[config.mk]
export PLATFORM = sky130hd
export DESIGN_NAME = sbd_fifo_mw
export DESIGN_NICKNAME = d
export VERILOG_FILES = /design/src/rtl/sbd_fifo_mw.sv
export SDC_FILE = /design/constraint.sdc
export NUM_CORES = 1
export LEC_CHECK = 0
export ABC_CLOCK_PERIOD_IN_PS = 6400
export CAP_MARGIN = 20
export CORE_MARGIN = 3
export CORE_UTILIZATION = 40
export CTS_CLUSTER_DIAMETER = 50
export CTS_CLUSTER_SIZE = 14
export DETAILED_ROUTE_END_ITERATION = 12
export GPL_ROUTABILITY_DRIVEN = 0
export PLACE_DENSITY_LB_ADDON = 0.05
export SYNTH_ARGS = -nofsm -noshare
export SYNTH_HDL_FRONTEND = slang
export SYNTH_SLANG_ARGS = --single-unit
[constraint.sdc]
create_clock -name clk_i -period 6.4 [get_ports clk_i]
set_clock_uncertainty 0.1 [all_clocks]
set_input_delay 1.6 -clock clk_i [delete_from_list [all_inputs] [get_ports clk_i]]
set_output_delay 1.6 -clock clk_i [all_outputs]
set_load 0.01 [all_outputs]
[src/rtl/sbd_fifo_mw.sv]
// -----------------------------------------------------------------------------
// sbd_fifo_mw
//
// Multi-lane in-order scoreboard FIFO. The issue stage pushes the pipeline tag
// (pl) of every issued instruction, and the commit stage releases tags in
// program order. Up to NLanes entries can be pushed and popped per cycle.
//
// Optional feature macro: SBD_FIFO_PC_EN
//   When defined, a 32-bit PC is stored with every entry, and the wr_pc_i and
//   rd_pc_o ports exist. When it is undefined, those ports are absent and the
//   storage holds only pl.
//
// Handshake (both sides, per lane k):
//   Push: lane k is accepted when wr_en_i[k] and wr_rdy_o[k] are both high in
//   the same cycle. Pop: lane k is accepted when rd_ack_i[k] and rd_valid_o[k]
//   are both high in the same cycle. Requests must be thermometer-coded
//   (lane 0 first). Ready and valid depend only on registered state and never
//   on the same-cycle request.
//
// Ports:
//   clk_i       clock
//   rst_ni      asynchronous active-low reset
//   flush_i     synchronous flush; empties the FIFO and clears err_o
//   wr_en_i     push request per lane
//   wr_pl_i     tag per push lane
//   wr_pc_i     PC per push lane            (SBD_FIFO_PC_EN only)
//   wr_rdy_o    wr_rdy_o[k] = (free >= k+1)
//   rd_valid_o  rd_valid_o[k] = (count > k)
//   rd_pl_o     tag of entry head+k, 0 when the lane is not valid
//   rd_pc_o     PC of entry head+k, 0 when the lane is not valid (SBD_FIFO_PC_EN only)
//   rd_ack_i    pop per lane
//   count_o     number of occupied entries
//   err_o       sticky protocol error (overflow, underflow, non-thermometer)
// -----------------------------------------------------------------------------
module sbd_fifo_mw #(
  parameter int Depth  = 8,
  parameter int NLanes = 2,
  parameter int PlW    = 5
) (
  input  logic                       clk_i,
  input  logic                       rst_ni,
  input  logic                       flush_i,
  input  logic [NLanes-1:0]          wr_en_i,
  input  logic [NLanes*PlW-1:0]      wr_pl_i,
`ifdef SBD_FIFO_PC_EN
  input  logic [NLanes*32-1:0]       wr_pc_i,
`endif
  output logic [NLanes-1:0]          wr_rdy_o,
  output logic [NLanes-1:0]          rd_valid_o,
  output logic [NLanes*PlW-1:0]      rd_pl_o,
`ifdef SBD_FIFO_PC_EN
  output logic [NLanes*32-1:0]       rd_pc_o,
`endif
  input  logic [NLanes-1:0]          rd_ack_i,
  output logic [$clog2(Depth):0]     count_o,
  output logic                       err_o
);

  localparam int AW = $clog2(Depth);
  localparam int CW = AW + 1;

  // Elaboration-time parameter sanity checks.
  if (Depth < 4 || (Depth & (Depth - 1)) != 0) begin : g_bad_depth
    $error("sbd_fifo_mw: Depth must be a power of 2 and at least 4");
  end
  if (NLanes < 1 || NLanes > 4 || NLanes > Depth) begin : g_bad_lanes
    $error("sbd_fifo_mw: NLanes must be in 1..4 and not exceed Depth");
  end

  // Number of set bits in a lane mask.
  function automatic logic [CW-1:0] popcnt(input logic [NLanes-1:0] v);
    logic [CW-1:0] n;
    n = '0;
    for (int i = 0; i < NLanes; i++) begin
      n = n + CW'(v[i]);
    end
    return n;
  endfunction

  // A mask is thermometer-coded when its set bits are contiguous from lane 0.
  // Adding one to such a mask clears every set bit, so the AND becomes zero.
  function automatic logic is_thermo(input logic [NLanes-1:0] v);
    logic [NLanes-1:0] inc;
    inc = v + NLanes'(1);
    return (v & inc) == '0;
  endfunction

  // State
  logic [AW-1:0]  r_wptr;
  logic [AW-1:0]  r_rptr;
  logic [CW-1:0]  r_count;
  logic           r_err;
  logic [PlW-1:0] r_mem_pl [Depth];
`ifdef SBD_FIFO_PC_EN
  logic [31:0]    r_mem_pc [Depth];
`endif

  // Combinational views of the registered state
  logic [CW-1:0]     w_free;
  logic [NLanes-1:0] w_wr_rdy;
  logic [NLanes-1:0] w_rd_valid;
  logic [NLanes-1:0] w_acc_w;
  logic [NLanes-1:0] w_acc_r;
  logic [CW-1:0]     w_nw;
  logic [CW-1:0]     w_nr;
  logic              w_err_ev;

  assign w_free = CW'(Depth) - r_count;

  // Readiness is based on start-of-cycle occupancy only, so a same-cycle pop
  // never re-opens a push lane.
  always_comb begin
    w_wr_rdy   = '0;
    w_rd_valid = '0;
    for (int k = 0; k < NLanes; k++) begin
      w_wr_rdy[k]   = (w_free >= CW'(k + 1));
      w_rd_valid[k] = (r_count > CW'(k));
    end
  end

  assign w_acc_w = wr_en_i  & w_wr_rdy;
  assign w_acc_r = rd_ack_i & w_rd_valid;
  assign w_nw    = popcnt(w_acc_w);
  assign w_nr    = popcnt(w_acc_r);

  assign w_err_ev = (|(wr_en_i  & ~w_wr_rdy))   ||
                    (|(rd_ack_i & ~w_rd_valid)) ||
                    !is_thermo(wr_en_i)         ||
                    !is_thermo(rd_ack_i);

  always_ff @(posedge clk_i or negedge rst_ni) begin
    if (!rst_ni) begin
      r_wptr  <= '0;
      r_rptr  <= '0;
      r_count <= '0;
      r_err   <= 1'b0;
      for (int i = 0; i < Depth; i++) begin
        r_mem_pl[i] <= '0;
`ifdef SBD_FIFO_PC_EN
        r_mem_pc[i] <= '0;
`endif
      end
    end else if (flush_i) begin
      // Flush wins over any push, pop or error in the same cycle.
      r_wptr  <= '0;
      r_rptr  <= '0;
      r_count <= '0;
      r_err   <= 1'b0;
    end else begin
      // Lane k lands at wptr+k; the AW-bit add wraps modulo Depth, so lane
      // order is kept when an access straddles the end of the array.
      for (int k = 0; k < NLanes; k++) begin
        if (w_acc_w[k]) begin
          r_mem_pl[r_wptr + AW'(k)] <= wr_pl_i[k*PlW +: PlW];
`ifdef SBD_FIFO_PC_EN
          r_mem_pc[r_wptr + AW'(k)] <= wr_pc_i[k*32 +: 32];
`endif
        end
      end
      r_wptr  <= r_wptr + AW'(w_nw);
      r_rptr  <= r_rptr + AW'(w_nr);
      r_count <= r_count + w_nw - w_nr;
      if (w_err_ev) begin
        r_err <= 1'b1;
      end
    end
  end

  // Read side: combinational view of the head entries, zeroed when invalid.
  always_comb begin
    rd_pl_o = '0;
`ifdef SBD_FIFO_PC_EN
    rd_pc_o = '0;
`endif
    for (int k = 0; k < NLanes; k++) begin
      if (w_rd_valid[k]) begin
        rd_pl_o[k*PlW +: PlW] = r_mem_pl[r_rptr + AW'(k)];
`ifdef SBD_FIFO_PC_EN
        rd_pc_o[k*32 +: 32]   = r_mem_pc[r_rptr + AW'(k)];
`endif
      end
    end
  end

  assign wr_rdy_o   = w_wr_rdy;
  assign rd_valid_o = w_rd_valid;
  assign count_o    = r_count;
  assign err_o      = r_err;

`ifndef SYNTHESIS
  // Non-thermometer requests are still handled (masked) but flag a bug in the
  // driving stage.
  a_wr_thermo : assert property (@(posedge clk_i) disable iff (!rst_ni)
                                 is_thermo(wr_en_i));
  a_rd_thermo : assert property (@(posedge clk_i) disable iff (!rst_ni)
                                 is_thermo(rd_ack_i));
`endif

endmodule

==> results.cfg, run 1 <==
[run_status]
status = completed

[critical_path]
reg2reg_to = count_o[3]
cpMaxStageDelayCell = ha_1
critPathMaxFanout = 12
start_kind = flip-flop
end_kind = primary output
reg2reg_from = count_o[1]
rrSetupSlack_ps = 2650
cp.arrival_ps = 2870
cp_cell_sequence = ha_1, mux4_2, mux2i_1, nor2_1, clkdlybuf4s50_1
critPathLaunch = r_rptr[1]
criticalPathCategory = flip-flop to primary output
rr_worst_depth = 15
crit_required_ps = 4700
critical-path-max-stage-delay_ps = 700

[timing]
hold_viol_final = 0
setup_slack_ps = 1830
setup_violations = 0
slew_viol_final = 0
fin_crit_ps = 4570
rsz0062_at_grt = no
tightest_slew_ps = 676
fin_crit_sh = 0.714
max_freq_mhz = 219
fin_setup_tns_ps = 0
relSlewSlack = 0.548

[floorplanning]
coreArea_um2 = 8760
pin_count = 36
rows = 34
die-height_um = 101
die_area_um2 = 10200
initial_core_util = 0.412
die_x_um = 101

[synth]
synth_flop_cell = dfrtp_1
yosysUniqueCellTypes = 42
ys_seq_area_frac = 0.354
synth_top_area_cell = dfrtp_1
yosys_register_bits = 51
syn-num-nets = 366
yosysWarnings = 0
avgSynthCellArea_um2 = 11.0
syn_inst = 329
syn-cell-area_um2 = 3610
synth_top_area_share = 0.354
async_reset_ff_frac = 1.00
synth_commonest_cells = 51 x dfrtp_1, 40 x o22ai_1, 24 x nor2_1
synth_edf_count = 0
synth.area.top_cells = dfrtp_1 35%, mux4_2 12%, o22ai_1 6.9%
yosysMostFrequentCell = dfrtp_1

[clock_network]
htreeDepth = 2
numCtsBuffers = 5
path_clk_slew_ps = 100
postCtsSetupBuffers = 0
clk_path_buf_depth = 2
hold_buffers = 0
cts.repair.resized = 0
cts_sinks = 51
root_buffer = clkbuf_8
cts_tree = yes
clk_latency_ps = 320

[grt]
overflow = 0
track_usage = 0.219
grt_antenna_before_repair = 0
grt_pass1_vias = 2827
grt_pass1_wl_um = 16700
grt_max_degree = 52

[final_layout]
drive_gt1_frac = 0.168
multiInputGateArea_um2 = 2220
fillerInstances = 829
antenna_cells = 0
syn2layout_area_growth_pct = 16.0
seq_area_um2 = 1280
finalNetCount = 400

[drt]
vias = 3058
ant_nets = 0
totalWireLength_um = 10700
wl_met3_um = 672
drc = 0
wl_per_cell_um = 22.6
wl_met1_um = 5160
routed.top_layer = met4
routed-wl-met2_um = 4550
firstDrtPassIters = 4
drtIter0Drc = 209
vias_per_cell = 6.48

[power_and_ir_drop]
cellLeakagePower_uw = 0.00159
irDropWorstVdd_uv = 160
p_per_area_nw_per_um2 = 502

[hold_path]
hp-start = r_mem_pl[33]
hold_path_class = flip-flop to flip-flop
hold_end = r_mem_pl[33]
whs_path_depth = 1

[placement]
dp_hpwl_um = 7880
port-buffer-count = 35
dpl_worst_slack_ps = 2070

[run]
cap_violations = 0
worst max path at each step:
| stage | endpoint | slack [ps] | depth (start not counted) |
|---|---|---|---|
| after CTS | rd_pl_o[7] | 1810 | 5 |
| final | rd_pl_o[7] | 1830 | 5 |
| after global placement | count_o[3] | 2090 | 11 |
| after detailed placement | count_o[3] | 2070 | 11 |
| after floorplan | rd_pl_o[5] | 2860 | 5 |
| after global routing | rd_pl_o[8] | 1680 | 5 |
final cells by class:
class | instances | area share
clock buffer | 5 | 0.0164
clock inverter | 3 | 0.00568
inverter | 15 | 0.0135
multi-input combinational | 250 | 0.531
sequential | 51 | 0.305
tap | 108 | 0.0323
timing repair buffer | 40 | 0.0963
worst max-delay path: cells and delay by family (launching register included):
kind / cells / cell delay, ps
mux: 2 / 720
simple gates: 1 / 50
flops: 1 / 580
fa+ha+maj: 1 / 700
buf+inv: 1 / 490
state kept, by name, indices dropped and copies added, names as in the netlist:
| register | flops |
|---|---|
| r_mem_pl | 40 |
| err_o | 1 |
| count_o | 4 |
| r_rptr | 3 |
| r_wptr | 3 |
through the flow:
stage               utilization  instance area, µm²  power (µW)  cells  hold slack, ps
floorplan                     -                3610        1470    329             391
global placement          0.464                4070        1890    463             433
detailed placement        0.464                4070        1900    463             429
CTS                       0.474                4160        2110    471             461
global route              0.478                4190        2270    472             492
finish                    0.478                4190        2100    472             463
cell families after synthesis:
kind of cell	Yosys count	share of synthesized area
AOI/OAI and AO/OA	101	0.228
adders and majority gates	20	0.0777
xor gates and xnor gates	10	0.0264
muxes	30	0.153
and+or+nand+nor	89	0.131
buffers and inverters	28	0.0305
DFF	51	0.354
cell usage in the layout (no fill, tap or decap), drive strengths merged, types with 2 or more instances in the layout:
| cell | instances |
|---|---|
| dfrtp | 51 |
| o22ai | 40 |
| clkdlybuf4s50 | 34 |
| nor2 | 24 |
| nor3 | 22 |
| mux4 | 20 |
| a211oi | 20 |
| a2bb2oi | 18 |
| ha | 16 |
| inv | 16 |
| nand2 | 10 |
| mux2i | 10 |
| a21oi | 9 |
| and2 | 7 |
| xnor2 | 7 |
| nor2b | 6 |
| buf | 6 |
| nand3 | 5 |
| or2 | 5 |
| clkbuf | 5 |
| fa | 4 |
| xor2 | 3 |
| nand4 | 3 |
| a31oi | 3 |
| or3 | 2 |
| o2111ai | 2 |
| o2bb2a | 2 |
| and3 | 2 |
| clkinvlp | 2 |
| o21ai | 2 |
| o211ai | 2 |
metal layers:
layer  GRT usage  up-vias
li1            -     1367
met1       0.344     1545
met2       0.311      122
met5           0        -
met4      0.0685        0
met3      0.0291       24
report_power, final:
group | leakage [µW] | internal (µW) | switching, µW | total, µW
clock network | 0.0000408 | 78.5 | 122 | 201
logic | 0.000893 | 677 | 614 | 1290
registers | 0.000653 | 441 | 168 | 609
(Power assumes the default switching activity.)
==> inputs of run 2 (changes only) <==
--- a/config.mk
+++ b/config.mk
@@ -5,7 +5,7 @@
 export SDC_FILE = /design/constraint.sdc
 export NUM_CORES = 1
 export LEC_CHECK = 0
-export ABC_CLOCK_PERIOD_IN_PS = 6400
+export ABC_CLOCK_PERIOD_IN_PS = 3650
 export CAP_MARGIN = 20
 export CORE_MARGIN = 3
 export CORE_UTILIZATION = 40
==> constraint.sdc (replaced) <==
create_clock -name clk_i -period 3.65 [get_ports clk_i]
set_clock_uncertainty 0.1 [all_clocks]
set_input_delay 0.9125 -clock clk_i [delete_from_list [all_inputs] [get_ports clk_i]]
set_output_delay 0.9125 -clock clk_i [all_outputs]
set_load 0.01 [all_outputs]
==> run 2 against run 1 <==
Compared with the run above:
- sequential cell count stayed put
- first-iteration DRC count is 14% lower
- power is 79% higher
- largest cell class unchanged
- register-to-register slack worse by 2300 ps
- clock power is 73% higher
==> results.cfg, run 2 (synthesis gave the netlist of run 1 again) <==
[final_layout]
largest_reg_flops = 40
fillerInstances = 814
fin_area_um2 = 4220
finalNetCount = 407
syn2layout_area_growth_pct = 17.0
drive_gt1_frac = 0.186
antenna_cells = 0
seq_area_um2 = 1280
multiInputGateArea_um2 = 2220
regMostFlops = r_mem_pl
final_common_cell = dfrtp_1
layout_common_cells = 51 x dfrtp_1, 40 x o22ai_1, 34 x clkdlybuf4s50_1

[hold_path]
hp-start = r_mem_pl[33]
hold_path_class = flip-flop to flip-flop
whs_path_depth = 1
hold_end = r_mem_pl[33]

[clock_network]
htreeDepth = 2
postCtsSetupBuffers = 0
root_buffer = clkbuf_8
clk_latency_ps = 310
cts_sinks = 51
path_clk_slew_ps = 110
clk_path_buf_depth = 2
cts_tree = yes
numCtsBuffers = 5
hold_buffers = 0

[placement]
dp_hpwl_um = 8160
port-buffer-count = 35
dpl_cell_area_um2 = 4130

[floorplanning]
die_x_um = 101
die_area_um2 = 10200
rows = 34
coreArea_um2 = 8760
die-height_um = 101
initial_core_util = 0.412
pin_count = 36

[grt]
grt_antenna_before_repair = 0
overflow = 0
grt_max_degree = 41
grt_pass1_wl_um = 16900
track_usage = 0.219
grt_pass1_vias = 2875

[critical_path]
rrSetupSlack_ps = 390
start_kind = flip-flop
end_kind = primary output
criticalPathCategory = flip-flop to primary output
cp.arrival_ps = 2510
reg2reg_from = count_o[0]
crit_required_ps = 2640
critPathMaxFanout = 8
rr_worst_depth = 14
reg2reg_to = count_o[3]

[timing]
setup_violations = 0
tightest_slew_ps = 598
max_freq_mhz = 284
hold_viol_final = 0
relSlewSlack = 0.601
fin_crit_ps = 3520
rsz0062_at_grt = no
slew_viol_final = 0
fin_crit_sh = 0.965
fin_setup_tns_ps = 0

[drt]
totalWireLength_um = 10500
drc = 0
vias_per_cell = 6.18
firstDrtPassIters = 4
vias = 2958
drtIter0Drc = 180
wl_per_cell_um = 22.0
ant_nets = 0

[power_and_ir_drop]
cellLeakagePower_uw = 0.00162
irDropWorstVdd_uv = 273
p_per_area_nw_per_um2 = 890

[run_status]
status = completed

[run]
cap_violations = 0
-- run 2: final cells by class --
class,instances,area share
clock buffer,5,0.0163
clock inverter,3,0.00563
inverter,15,0.0133
multi-input combinational,250,0.527
sequential,51,0.302
tap,108,0.0320
timing repair buffer,47,0.103
-- run 2: metal layers --
metal  routed length (µm)  part of all wire  track usage  up-vias
li1                     -                 -            -     1377
met1                 5010              0.48        0.333     1461
met2                 4670              0.44        0.315      106
met3                  649             0.062       0.0374       14
met4                  191             0.018       0.0685        0
met5                    0                 0            0        -
-- run 2: worst max path at each step --
stage,startpoint,endpoint,depth (start not counted)
floorplan,count_o[1],count_o[3],15
global placement,wr_en_i[0],count_o[3],11
detailed placement,wr_en_i[0],count_o[3],11
CTS,r_rptr[0],rd_pl_o[7],5
global route,r_rptr[1],rd_pl_o[7],5
finish,r_rptr[1],rd_pl_o[7],5
-- run 2: critical path, cell delays in order, from the launching register on --
cell	delay [ps]
dfrtp_1	390
ha_2	490
mux4_2	540
mux2i_1	200
nor2_1	80
clkdlybuf4s50_1	490
-- run 2: timing repair --
| item | CTS | global route |
|---|---|---|
| endpoints found under the hold margin | 0 | 0 |
| gates resized for setup | 1 | 0 |
| setup endpoints to repair | 2 | 0 |
-- run 2: report_power, final --
| group | total [µW] | switching [µW] | internal [µW] |
|---|---|---|---|
| clock network | 348 | 209 | 139 |
| logic | 2390 | 1140 | 1240 |
| registers | 1020 | 250 | 774 |
| total | 3760 | 1600 | 2160 |
-- run 2: per-stage QoR --
| stage | power [µW] | hold WS [ps] | utilization | setup slack [ps] | cells |
|---|---|---|---|---|---|
| after floorplan | 2590 | 391 | - | 216 | 329 |
| after global placement | 3410 | 421 | 0.471 | 282 | 471 |
| after detailed placement | 3430 | 436 | 0.471 | 218 | 471 |
| after CTS | 3790 | 461 | 0.482 | 87.4 | 479 |
| after global routing | 4060 | 483 | 0.482 | 11.0 | 479 |
| final | 3760 | 457 | 0.482 | 128 | 479 |
